$ cat config.mk
export PLATFORM = sky130hd
export DESIGN_NAME = lcd_timing
export DESIGN_NICKNAME = d
export VERILOG_FILES = /design/src/rtl/lcd_timing_pkg.sv /design/src/rtl/lcd_axis_counter.sv /design/src/rtl/lcd_timing.sv
export SDC_FILE = /design/constraint.sdc
export NUM_CORES = 1
export LEC_CHECK = 0
export BUFFER_PORTS_ARGS = -buffer_cell sky130_fd_sc_hd__buf_2
export CAP_MARGIN = 20
export CORE_ASPECT_RATIO = 1.25
export CORE_MARGIN = 2
export CORE_UTILIZATION = 56
export CTS_CLUSTER_SIZE = 10
export DETAILED_ROUTE_END_ITERATION = 8
export PLACE_DENSITY = 0.92
export SLEW_MARGIN = 30
export SYNTH_ARGS = -nofsm -noshare
export SYNTH_HDL_FRONTEND = slang
export SYNTH_SLANG_ARGS = --single-unit
$ cat constraint.sdc
create_clock -name clock -period 6.4 [get_ports clock]
set_input_delay 0.32 -clock clock [delete_from_list [all_inputs] [get_ports clock]]
set_output_delay 0.32 -clock clock [all_outputs]
set_load 0.1 [all_outputs]
$ cat src/rtl/lcd_timing_pkg.sv
// Shared timing constants and types for the 800x480 parallel-RGB panel.
// Default geometry, derived totals, sync windows and counter widths.
package lcd_timing_pkg;

  localparam int unsigned DEF_H_ACTIVE = 800;
  localparam int unsigned DEF_H_FRONT  = 40;
  localparam int unsigned DEF_H_SYNC   = 48;
  localparam int unsigned DEF_H_BACK   = 40;

  localparam int unsigned DEF_V_ACTIVE = 480;
  localparam int unsigned DEF_V_FRONT  = 13;
  localparam int unsigned DEF_V_SYNC   = 3;
  localparam int unsigned DEF_V_BACK   = 29;

  localparam int unsigned CNT_W   = 10;
  localparam int unsigned CNT_MAX = 1 << CNT_W;

  function automatic int unsigned axis_total(
    input int unsigned act,
    input int unsigned fp,
    input int unsigned syn,
    input int unsigned bp
  );
    return act + fp + syn + bp;
  endfunction

  localparam int unsigned DEF_H_TOTAL = axis_total(
    DEF_H_ACTIVE, DEF_H_FRONT, DEF_H_SYNC, DEF_H_BACK);
  localparam int unsigned DEF_V_TOTAL = axis_total(
    DEF_V_ACTIVE, DEF_V_FRONT, DEF_V_SYNC, DEF_V_BACK);

  localparam int unsigned DEF_H_SYNC_START = DEF_H_ACTIVE + DEF_H_FRONT;
  localparam int unsigned DEF_H_SYNC_END   = DEF_H_SYNC_START + DEF_H_SYNC;
  localparam int unsigned DEF_V_SYNC_START = DEF_V_ACTIVE + DEF_V_FRONT;
  localparam int unsigned DEF_V_SYNC_END   = DEF_V_SYNC_START + DEF_V_SYNC;

  typedef logic [CNT_W-1:0] cnt_t;

  typedef struct packed {
    logic [7:0] red;
    logic [7:0] green;
    logic [7:0] blue;
  } rgb_t;

endpackage

$ cat src/rtl/lcd_axis_counter.sv
// One timing axis: position counter with active-area and sync-window decode.
// Used once per line (pixels) and once per frame (lines).
module lcd_axis_counter
  import lcd_timing_pkg::*;
#(
  parameter int unsigned ACTIVE = DEF_H_ACTIVE,
  parameter int unsigned FRONT  = DEF_H_FRONT,
  parameter int unsigned SYNC   = DEF_H_SYNC,
  parameter int unsigned BACK   = DEF_H_BACK
) (
  input  logic clock,
  input  logic reset,
  input  logic clear,
  input  logic advance,
  output cnt_t count,
  output logic wrap,
  output logic active,
  output logic sync
);

  localparam int unsigned TOTAL = axis_total(ACTIVE, FRONT, SYNC, BACK);

  localparam cnt_t LAST    = cnt_t'(TOTAL - 1);
  localparam cnt_t ACT_END = cnt_t'(ACTIVE);
  localparam cnt_t SYNC_LO = cnt_t'(ACTIVE + FRONT);
  localparam cnt_t SYNC_HI = cnt_t'(ACTIVE + FRONT + SYNC);
  localparam cnt_t ONE     = cnt_t'(1);

  cnt_t count_q;
  cnt_t count_d;

  always_comb begin
    wrap    = advance && (count_q == LAST);
    count_d = count_q;
    if (clear) begin
      count_d = '0;
    end else if (wrap) begin
      count_d = '0;
    end else if (advance) begin
      count_d = count_q + ONE;
    end
  end

  always_ff @(posedge clock) begin
    if (reset) begin
      count_q <= '0;
    end else begin
      count_q <= count_d;
    end
  end

  assign count  = count_q;
  assign active = (count_q < ACT_END);
  assign sync   = (count_q >= SYNC_LO) && (count_q < SYNC_HI);

endmodule

$ cat src/rtl/lcd_timing.sv
// Panel timing generator: pixel-rate pacing for the streamer and
// registered RGB, DE and active-low syncs with one-pixel latency.
module lcd_timing
  import lcd_timing_pkg::*;
#(
  parameter int unsigned H_ACTIVE = DEF_H_ACTIVE,
  parameter int unsigned H_FRONT  = DEF_H_FRONT,
  parameter int unsigned H_SYNC   = DEF_H_SYNC,
  parameter int unsigned H_BACK   = DEF_H_BACK,
  parameter int unsigned V_ACTIVE = DEF_V_ACTIVE,
  parameter int unsigned V_FRONT  = DEF_V_FRONT,
  parameter int unsigned V_SYNC   = DEF_V_SYNC,
  parameter int unsigned V_BACK   = DEF_V_BACK
) (
  input  logic        clock,
  input  logic        reset,
  input  logic        enable,
  output logic        lcd_tick,
  output logic        lcd_next_frame,
  output logic        lcd_data_enable,
  input  logic [7:0]  lcd_red,
  input  logic [7:0]  lcd_green,
  input  logic [7:0]  lcd_blue,
  output logic        panel_clock,
  output logic        panel_hsync,
  output logic        panel_vsync,
  output logic        panel_de,
  output logic [7:0]  panel_red,
  output logic [7:0]  panel_green,
  output logic [7:0]  panel_blue,
  output logic [31:0] frame_count
);

  localparam int unsigned H_TOTAL = axis_total(
    H_ACTIVE, H_FRONT, H_SYNC, H_BACK);
  localparam int unsigned V_TOTAL = axis_total(
    V_ACTIVE, V_FRONT, V_SYNC, V_BACK);
  localparam cnt_t V_LAST_ACT = cnt_t'(V_ACTIVE - 1);

  if (H_TOTAL > CNT_MAX) begin : g_h_chk
    $error("lcd_timing: H_TOTAL exceeds counter range");
  end
  if (V_TOTAL > CNT_MAX) begin : g_v_chk
    $error("lcd_timing: V_TOTAL exceeds counter range");
  end

  logic        phase_q, phase_d;
  logic        pclk_q, pclk_d;
  logic        de_q, de_d;
  logic        hs_q, hs_d;
  logic        vs_q, vs_d;
  rgb_t        rgb_q, rgb_d;
  logic [31:0] fc_q, fc_d;

  cnt_t h_count, v_count;
  logic h_wrap, v_wrap;
  logic h_act, v_act;
  logic h_sync, v_sync;
  logic clear;

  assign clear    = ~enable;
  assign lcd_tick = phase_q & enable & ~reset;

  lcd_axis_counter #(
    .ACTIVE (H_ACTIVE),
    .FRONT  (H_FRONT),
    .SYNC   (H_SYNC),
    .BACK   (H_BACK)
  ) u_h (
    .clock   (clock),
    .reset   (reset),
    .clear   (clear),
    .advance (lcd_tick),
    .count   (h_count),
    .wrap    (h_wrap),
    .active  (h_act),
    .sync    (h_sync)
  );

  lcd_axis_counter #(
    .ACTIVE (V_ACTIVE),
    .FRONT  (V_FRONT),
    .SYNC   (V_SYNC),
    .BACK   (V_BACK)
  ) u_v (
    .clock   (clock),
    .reset   (reset),
    .clear   (clear),
    .advance (h_wrap),
    .count   (v_count),
    .wrap    (v_wrap),
    .active  (v_act),
    .sync    (v_sync)
  );

  assign lcd_data_enable = h_act & v_act;
  // v is about to become V_ACTIVE: upstream gets the whole blanking to refill
  assign lcd_next_frame  = h_wrap && (v_count == V_LAST_ACT);

  always_comb begin
    phase_d = enable ? ~phase_q : 1'b0;
    pclk_d  = enable ? phase_q : 1'b0;
    fc_d    = fc_q + 32'(v_wrap);
    de_d    = de_q;
    hs_d    = hs_q;
    vs_d    = vs_q;
    rgb_d   = rgb_q;
    if (!enable) begin
      de_d  = 1'b0;
      hs_d  = 1'b1;
      vs_d  = 1'b1;
      rgb_d = '0;
    end else if (lcd_tick) begin
      de_d  = lcd_data_enable;
      hs_d  = ~h_sync;
      vs_d  = ~v_sync;
      rgb_d = lcd_data_enable ?
              rgb_t'({lcd_red, lcd_green, lcd_blue}) : '0;
    end
  end

  always_ff @(posedge clock) begin
    if (reset) begin
      phase_q <= 1'b0;
      pclk_q  <= 1'b0;
      de_q    <= 1'b0;
      hs_q    <= 1'b1;
      vs_q    <= 1'b1;
      rgb_q   <= '0;
      fc_q    <= '0;
    end else begin
      phase_q <= phase_d;
      pclk_q  <= pclk_d;
      de_q    <= de_d;
      hs_q    <= hs_d;
      vs_q    <= vs_d;
      rgb_q   <= rgb_d;
      fc_q    <= fc_d;
    end
  end

  assign panel_clock = pclk_q;
  assign panel_de    = de_q;
  assign panel_hsync = hs_q;
  assign panel_vsync = vs_q;
  assign panel_red   = rgb_q.red;
  assign panel_green = rgb_q.green;
  assign panel_blue  = rgb_q.blue;
  assign frame_count = fc_q;

endmodule

==> impl_metrics.toml <==
[grt]
grt.total_usage = 0.232
grt.met1_usage = 0.269
gr-usage-met3 = 0.0440
use_met2 = 0.397
grt_first_pass_wirelength_um = 12700
antenna_violations_before_repair = 0
first_global_vias = 2986
grt_peak_use_layer = "met2"
gr_overflow_total = 0
pin_count_of_the_biggest_net_entering_global_routing = 38

[placement]
placement.io_buffers = 89
place_congestion = 0.863
place_hpwl_um = 5560
detailed_place.area_um2 = 3940

[power_and_ir_drop]
comb_power_share = 0.055
power_density_nw_per_um2 = 236
total_power_w = 0.000982
pwr-share-seq = 0.520
power.switching_w = 0.000238
static-leakage-power_nw = 1.61
internal_cell_power_w = 0.000744
clockPowerShare = 0.425
vdd.ir_drop.worst_uv = 201
power_switching_share = 0.243

[timing]
timing.final.crit_share = 0.587
slew_headroom = 0.499
rsz0062_at_grt = "no"
hold_violations = 0
final_worst_path_period_need_ps = 3760
sum_neg_setup_slack_ps = 0
fmax_ghz = 0.266
total_count_of_max_transition_violations_in_the_final_report = 0
setup_viol = 0
worst-slew-pin-transition_ps = 752
final.setup_skew_ps = 14.1

[synth]
primary_ff_master_synth = "sky130_fd_sc_hd__dfxtp_1"
yosys.area.top_type = "sky130_fd_sc_hd__dfxtp_1"
postSynthRegisterBits = 81
async_reset_ff_frac = 0
synthesis.instances = 384
synth-edff-count = 0
total_number_of_yosys_warnings = 0
seq_area_frac_synth = 0.466
syn_avg_cell_area_um2 = 9.05
synthesis.nets = 418
post_synth_instance_area_um2 = 3480
synthTopCellsByArea = "sky130_fd_sc_hd__dfxtp_1 (47%), sky130_fd_sc_hd__a22o_1 (5.5%), sky130_fd_sc_hd__or4_1 (4.7%)"
synth.distinct_cells = 43
synth_largest_type_area_fraction = 0.466

[cts]
h-tree-depth = 3
post_cts_hold_buffer_count = 0
cts.clk_slew.worst_paths_ps = 90
postCtsResizedCells = 0
cts_root_buffer = "sky130_fd_sc_hd__clkbuf_8"
cts.sinks = 81
clk_latency_ps = 360
tritoncts = "built"
cts_made_buffers = 9
post_cts.repair.setup_buffers = 0
clockBufferDepth = 2

[final_layout]
number_of_fill_cells_in_the_layout = 514
cell_area_after_layout_um2 = 4160
post-route-util = 0.684
post_route_cells_drive_above_1_share = 0.241
antennaDiodeCount = 0
fin_nets = 497
areaGrowthSynthToFinish_pct = 19.8

[floorplan]
core.rowCount = 32
design.die.area_um2 = 6860
floorplan.initialDensity = 0.571
die_h_um = 92.1
core_um2 = 6090
ios = 90
fp.dieW_um = 74.5

[critical_path]
r2r_setup_slack_ps = 2640
worstSetupStartpointType = "flop"
crit_path_frequent_cell = "sky130_fd_sc_hd__or4_1"
arrival_ps = 4050
critical_path.cell_chain = "nand3b_1 -> or4_1 -> nor2_1 -> ha_1 -> ha_1 -> nand2_1 -> or4_1 -> or4_1 -> a21oi_1"
required_ps = 6690
stage_delay_of_the_slowest_cell_on_the_critical_path_ps = 810
end_kind = "flop"
critical_path_class = "flop to flop"
critical-path-slowest-cell = "sky130_fd_sc_hd__or4_1"
critical_path_peak_fanout = 12

[drt]
detail_route_antenna_nets = 0
drt_iter0_drc = 156
vias_per_cell = 5.78
drc = 0
detailed_route_wire_length_per_cell_um = 14.1
routed-via-count = 3199
drt-total-wl_um = 7820
detail_route.first_pass.iterations = 4

[run]
maxcap_viol_count = 0

[run_status]
status = "finished, final reports clean"

[min_path]
hold_path.class = "input port to flop"
[cell type report]
cell class	count	area [um^2]	area share
clock buffers	9	124	0.0297
clock inverters	7	100	0.0240
inverters	12	45.0	0.0108
multi-input cells	269	1710	0.412
flip-flops and latches	81	1620	0.389
well taps	85	106	0.0255
repair buffers	90	453	0.109
[cells in the final DEF, fill, tap and decap left out, types with 7 or more instances in the layout]
master,n
sky130_fd_sc_hd__xnor2_1,12
sky130_fd_sc_hd__nor2_1,27
sky130_fd_sc_hd__nand2_1,27
sky130_fd_sc_hd__dfxtp_1,81
sky130_fd_sc_hd__clkbuf_8,9
sky130_fd_sc_hd__ha_1,7
sky130_fd_sc_hd__a21oi_1,31
sky130_fd_sc_hd__nand3_1,20
sky130_fd_sc_hd__o31ai_1,15
sky130_fd_sc_hd__nand4_1,9
sky130_fd_sc_hd__or4_1,22
sky130_fd_sc_hd__inv_1,11
sky130_fd_sc_hd__a22o_1,22
sky130_fd_sc_hd__or3_1,11
sky130_fd_sc_hd__o21ai_0,13
sky130_fd_sc_hd__buf_2,89
sky130_fd_sc_hd__nor4_1,8
[path summary, 6_finish.rpt]
path,depth (start not counted),to,startpoint
setup / recovery,9,frame_count[26]$_SDFF_PP0_,phase_q$_SDFF_PP0_
hold / removal,2,panel_blue[5]$_SDFFE_PP0P_,lcd_blue[5]
setup reg to reg,9,frame_count[26]$_SDFF_PP0_,phase_q$_SDFF_PP0_
hold reg to reg,1,panel_de$_SDFFE_PP0P_,panel_de$_SDFFE_PP0P_
[metal layers]
| metal | share of wire | vias up | wire length (um) |
|---|---|---|---|
| li1 | - | 1572 | - |
| met1 | 0.42 | 1506 | 3300 |
| met2 | 0.50 | 106 | 3940 |
| met3 | 0.057 | 15 | 449 |
| met4 | 0.017 | 0 | 136 |
| met5 | 0 | - | 0 |
[synthesized netlist by cell type, types with 6 or more instances]
library cell / n
sky130_fd_sc_hd__a21oi_1: 31
sky130_fd_sc_hd__a22o_1: 22
sky130_fd_sc_hd__clkbuf_1: 15
sky130_fd_sc_hd__dfxtp_1: 81
sky130_fd_sc_hd__ha_1: 7
sky130_fd_sc_hd__inv_1: 11
sky130_fd_sc_hd__nand2_1: 27
sky130_fd_sc_hd__nand3_1: 20
sky130_fd_sc_hd__nand4_1: 9
sky130_fd_sc_hd__nor2_1: 27
sky130_fd_sc_hd__nor4_1: 8
sky130_fd_sc_hd__o21ai_0: 13
sky130_fd_sc_hd__o31ai_1: 15
sky130_fd_sc_hd__or3_1: 11
sky130_fd_sc_hd__or4_1: 22
sky130_fd_sc_hd__xnor2_1: 12
sky130_fd_sc_hd__xor2_1: 6
[critical path, delay by kind of cell, from the launching register on]
| kind | cells | cell delay [ps] |
|---|---|---|
| flops | 1 | 510 |
| compound gates | 1 | 150 |
| fa+ha+maj | 2 | 440 |
| simple gates | 6 | 2590 |
[state kept, by name (all words and copies together), names as in the netlist]
| register | cells |
|---|---|
| frame_count | 32 |
| panel_blue | 8 |
| panel_clock | 1 |
| panel_de | 1 |
| panel_green | 8 |
| panel_hsync | 1 |
| panel_red | 8 |
| panel_vsync | 1 |
| phase_q | 1 |
| u_h.count | 10 |
| u_v.count | 10 |
[stage by stage]
stage | std cells | hold slack (ps) | worst slack [ps]
6_report | 553 | 165 | 2640
5_1_grt | 553 | 158 | 2390
4_1_cts | 553 | 162 | 2680
3_5_place_dp | 537 | 440 | 2470
3_3_place_gp | 537 | 430 | 2570
2_1_floorplan | 384 | 453 | 2560
[power groups by stage]
stage                     Clock [W]  Combinational, W  Sequential (W)
after detailed placement          0         0.0000542        0.000522
after CTS                  0.000421         0.0000543        0.000510
final                      0.000418         0.0000542        0.000510
after floorplan                   0         0.0000154        0.000546
after global routing       0.000442         0.0000572        0.000511
after global placement            0         0.0000536        0.000522
[cell families after synthesis]
logic type | synth area share
muxes | 0.00936
xor gates and xnor gates | 0.0453
and+or+nand+nor | 0.245
buffers and inverters | 0.0407
adders and majority gates | 0.0252
AOI/OAI and AO/OA | 0.168
DFF | 0.466
Power figures use the tool's default switching activity.
